==> src/rtl/sar_search_ctrl.sv <==
// sar_search_ctrl: successive-approximation initiator for a magnitude comparator.
// Probes MSB first; each trial is held CMP_LAT extra cycles before its flags are sampled.
module sar_search_ctrl #(
    parameter int WIDTH   = 4,
    parameter int CMP_LAT = 0
) (
    input  logic             clk,
    input  logic             rst_n,
    input  logic             start,
    input  logic             abort,
    input  logic             a_gt_b,
    input  logic             a_lt_b,
    input  logic             a_eq_b,
    output logic [WIDTH-1:0] trial,
    output logic             busy,
    output logic             done,
    output logic [WIDTH-1:0] result,
    output logic             found,
    output logic             err
);
    localparam int IW = (WIDTH > 1) ? $clog2(WIDTH) : 1;
    localparam int CW = (CMP_LAT > 0) ? $clog2(CMP_LAT + 1) : 1;
    localparam logic [IW-1:0]    MSB_IDX = IW'(WIDTH - 1);
    localparam logic [CW-1:0]    LAT     = CW'(CMP_LAT);
    localparam logic [WIDTH-1:0] ONE     = WIDTH'(1);

    typedef enum logic [1:0] {
        S_IDLE,
        S_PROBE,
        S_DONE
    } state_t;

    state_t           r_state;
    state_t           w_next;
    logic [WIDTH-1:0] r_trial;
    logic [WIDTH-1:0] r_result;
    logic [IW-1:0]    r_idx;
    logic [CW-1:0]    r_wait;
    logic             r_found;
    logic             r_err;

    logic             w_start;
    logic             w_sample;
    logic             w_onehot;
    logic             w_last;
    logic [WIDTH-1:0] w_bit;
    logic [WIDTH-1:0] w_kept;
    logic [WIDTH-1:0] w_upd;

    // abort beats start; start is only honoured outside PROBE
    assign w_start  = start & ~abort & (r_state != S_PROBE);
    assign w_sample = (r_state == S_PROBE) & ~abort & (r_wait == '0);
    assign w_onehot = ({a_gt_b, a_lt_b, a_eq_b} == 3'b100) |
                      ({a_gt_b, a_lt_b, a_eq_b} == 3'b010) |
                      ({a_gt_b, a_lt_b, a_eq_b} == 3'b001);
    assign w_last   = (r_idx == '0);
    assign w_bit    = ONE << r_idx;
    assign w_kept   = a_lt_b ? (r_trial & ~w_bit) : r_trial;
    assign w_upd    = w_last ? w_kept : (w_kept | (w_bit >> 1));

    always_ff @(posedge clk or negedge rst_n) begin
        if (!rst_n) begin
            r_state <= S_IDLE;
        end else begin
            r_state <= w_next;
        end
    end

    always_comb begin
        w_next = r_state;
        unique case (r_state)
            S_IDLE: begin
                if (w_start) w_next = S_PROBE;
            end
            S_PROBE: begin
                if (abort) begin
                    w_next = S_IDLE;
                end else if (w_sample && (!w_onehot || a_eq_b || w_last)) begin
                    w_next = S_DONE;
                end
            end
            S_DONE: begin
                w_next = w_start ? S_PROBE : S_IDLE;
            end
            default: begin
                w_next = S_IDLE;
            end
        endcase
    end

    always_comb begin
        busy = (r_state == S_PROBE);
        done = (r_state == S_DONE);
    end

    assign trial  = r_trial;
    assign result = r_result;
    assign found  = r_found;
    assign err    = r_err;

    always_ff @(posedge clk or negedge rst_n) begin
        if (!rst_n) begin
            r_trial  <= '0;
            r_result <= '0;
            r_idx    <= '0;
            r_wait   <= '0;
            r_found  <= 1'b0;
            r_err    <= 1'b0;
        end else if (w_start) begin
            r_trial  <= ONE << MSB_IDX;
            r_idx    <= MSB_IDX;
            r_wait   <= LAT;
            r_result <= '0;
            r_found  <= 1'b0;
            r_err    <= 1'b0;
        end else if (r_state == S_PROBE) begin
            if (abort) begin
                r_trial <= '0;
            end else if (r_wait != '0) begin
                r_wait <= r_wait - CW'(1);
            end else if (!w_onehot) begin
                r_result <= r_trial;
                r_err    <= 1'b1;
            end else if (a_eq_b) begin
                r_result <= r_trial;
                r_found  <= 1'b1;
            end else begin
                r_trial <= w_upd;
                if (w_last) begin
                    r_result <= w_upd;
                end else begin
                    r_idx  <= r_idx - IW'(1);
                    r_wait <= LAT;
                end
            end
        end
    end

endmodule

==> config.mk <==
export PLATFORM = sky130hd
export DESIGN_NAME = sar_search_ctrl
export DESIGN_NICKNAME = d
export VERILOG_FILES = /design/src/rtl/sar_search_ctrl.sv
export SDC_FILE = /design/constraint.sdc
export NUM_CORES = 1
export LEC_CHECK = 0
export ABC_CLOCK_PERIOD_IN_PS = 1800
export CAP_MARGIN = 20
export CORE_MARGIN = 3
export CORE_UTILIZATION = 47
export DETAILED_ROUTE_END_ITERATION = 8
export PLACE_DENSITY = 0.8
export SLEW_MARGIN = 40
export SYNTH_ARGS = -nofsm -noshare
export SYNTH_HDL_FRONTEND = slang
export SYNTH_SLANG_ARGS = --single-unit
==> constraint.sdc <==
create_clock -name clk -period 1.8 [get_ports clk]
set_input_delay 0.27 -clock clk [delete_from_list [all_inputs] [get_ports clk]]
set_output_delay 0.27 -clock clk [all_outputs]
set_load 0.05 [all_outputs]
==> reports/qor.csv <==
stage,metric,value,unit
finish,drive_gt1_share,17.7,%
sta,holdWs,0.366,ns
route,avgViaCountPerCell,5.48,
sta,finalSetupViolCount,0,
route,drc,0,
critical_path,cpLargestDelayFamily,buffers and inverters,
power,peakVddDrop,0.616,mV
route,drtIter0Drc,21,
finish,instances_no_fill,128,
placed_design,routabilityCongestion,0.911,
clock_tree,htreeDepth,1,
critical_path,crit_cells,1,
logic_synthesis,synth-seq-cells,14,
finish,fin_nets,125,
die,fp-row-count,13,
worst_hold_path,worstHoldPathType,primary input to asynchronous set/reset pin,
grt,grt_first_pass_wirelength,3.17,mm
finish,seqCellArea,350,um2
sta,post-route-period-util,97.4,%
die,die-area,0.00216,mm2
critical_path,cp.arrival,1.48,ns
critical_path,r2r_slack,0.13,ns
sta,rsz0062_at_grt,false,
logic_synthesis,synthDistinctLibCells,21,
placed_design,dp_hpwl,1.40,mm
clock_tree,cts_sinks,14,
clock_tree,clk_pin_slew,0.09,ns
placed_design,numPortBuffers,18,
critical_path,cp_num_buf_inv,1,
grt,grt_start_max_net_pins,15,
critical_path,crit_fanout,3,
finish,num-fill-cells,107,
finish,syn2layout_area_growth,36.0,%
route,ant_nets,0,
sta,slew_viol_final,0,
logic_synthesis,synthesis.area,771,um2
power,p_per_area,784,mW/mm2
critical_path,end_kind,primary output,
critical_path,cp_data_required_time,1.53,ns
die,fp.dieH,46.5,um
critical_path,path_cells,clkdlybuf4s50_1,
critical_path,rr_startpoint,r_idx[0],
power,p_leak,0.488,nW
critical_path,critPathSlowestCell,clkdlybuf4s50_1,
finish,diodes,0,
route,routed_wl,1.89,mm
critical_path,critPathMaxStageDelay,0.81,ns
clock_tree,clockBufferDepth,2,
route,routedWlPerCell,14.7,um
route,drt_pass1_iterations,4,
run_status,run_status,completed,
sta,fin_ws,0.0477,ns
sta,clock_skew,0.00446,ns
clock_tree,cts_buffers,3,
critical_path,r2r_end,r_idx[1],
grt,grt_use_total,21.1,%
logic_synthesis,syn_nets,97,
clock_tree,cts_tree,yes,
sta,timing_worst_slew_pin_value,0.633,ns
finish,final_common_cell,nand2_1,
grt,grt-ovfl-total,0,
critical_path,cp-start-kind,flop,
sta,setup_tns,0,ns
grt,grt_pass1_vias,709,
die,ios,19,
finish,multi_input_area,394,um2
finish,final_cell_mix,"nand2_1 (18), dfrtp_1 (14), buf_4 (13), o21ai_0 (11), clkdlybuf4s50_1 (10)",
placed_design,dpl.cell_count,124,
power,power,0.822,mW
flow_run,drv_cap,0,
sta,max_slew_margin,57.7,%
clock_tree,clkLatencyLatePin,0.29,ns
sta,period_needed,1.75,ns
sta,fmax,571,MHz
logic_synthesis,yosysWarningCount,0,
grt,antenna_found_initial,0,
clock_tree,root_buffer,clkbuf_4,
sta,finalHoldViolCount,0,
clock_tree,ctsHoldBuffers,0,
die,start_util,54.5,%
die,die_x,46.5,um
die,core,0.00142,mm2
critical_path,r2r_cells,5,
logic_synthesis,avgSynthCellArea,8.96,um2
critical_path,worstSetupPathType,flop to primary output,
placed_design,dp_slack,-0.00425,ns
logic_synthesis,syn_inst,86,
logic_synthesis,synth-seq-area-share,45.5,%
route,num_vias,702,
==> through the flow <==
| stage | area [um2] | utilization [%] |
|---|---|---|
| 5_1_grt | 1050 | 74.1 |
| 3_3_place_gp | 1010 | 71.4 |
| 4_1_cts | 1050 | 73.9 |
| 6_report | 1050 | 74.1 |
| 3_5_place_dp | 1010 | 71.4 |
| 2_1_floorplan | 771 | - |
==> cell families (layout without fill, tap and decap cells) <==
family	Yosys count	after routing	share of synthesized area, %
AOI/OAI and AO/OA	24	24	18.7
muxes	2	2	2.60
buffers and inverters	7	34	3.41
adders and majority gates	4	4	6.49
DFF	14	14	45.5
xor gates and xnor gates	1	1	1.14
and+or+nand+nor	34	34	22.2
==> final cells by class <==
cell class                 count  share of cell area [%]
clock buffer                   4                    3.46
tap                           15                    1.79
sequential                    14                    33.4
inverter                       5                    1.79
multi-input combinational     65                    37.6
timing repair buffer          25                    22.0
==> synthesized netlist by cell type <==
library cell / instances / area share, %
nor3_4: 1 / 2.1
mux2i_1: 2 / 2.6
o211ai_1: 3 / 2.9
xnor2_1: 1 / 1.1
dfrtp_1: 14 / 45
nor2_1: 3 / 1.5
a22oi_1: 6 / 5.8
nand2b_1: 1 / 0.81
o21ai_0: 11 / 7.1
ha_1: 4 / 6.5
and2_1: 1 / 0.81
clkbuf_1: 2 / 0.97
nand2_1: 18 / 8.8
nor2b_1: 3 / 2.4
or2_2: 1 / 0.81
nor4b_1: 1 / 1.1
nor3b_1: 2 / 1.9
nand3_1: 3 / 1.9
a31oi_1: 1 / 0.81
inv_1: 5 / 2.4
a21oi_1: 3 / 1.9
==> worst max path at each step <==
stage | startpoint | to | slack [ns]
floorplan | r_state[1] | trial[0] | 0.14
global placement | a_lt_b | result[2] | 0.06
detailed placement | a_lt_b | result[1] | -0.004
CTS | trial[3] | trial[3] | 0.01
global route | result[0] | result[0] | 0.01
finish | result[3] | result[3] | 0.05
==> routing by layer <==
metal  part of all wire [%]  global-route usage, %  vias to the layer above
met3                    6.2                   2.34                        5
met4                    2.0                   10.2                        0
met5                      0                      0                        -
met1                     43                   26.6                      323
met2                     49                   35.4                       23
li1                       -                      -                      351
==> flip-flops by register name, indices dropped and copies added (netlist names) <==
signal,count
r_idx,2
r_state,2
err,1
found,1
trial,4
result,4
==> report_power, final <==
part | switching (mW) | leakage [nW] | internal, mW | total (mW)
registers | 0.0194 | 0.179 | 0.336 | 0.355
clock network | 0.111 | 0.0210 | 0.123 | 0.234
logic | 0.144 | 0.288 | 0.0886 | 0.232
==> what timing repair did <==
action	CTS	global route
setup buffers	0	0
setup endpoints to repair	0	1
resized for setup	0	1
Note: power is estimated with default switching activity, not from simulation.
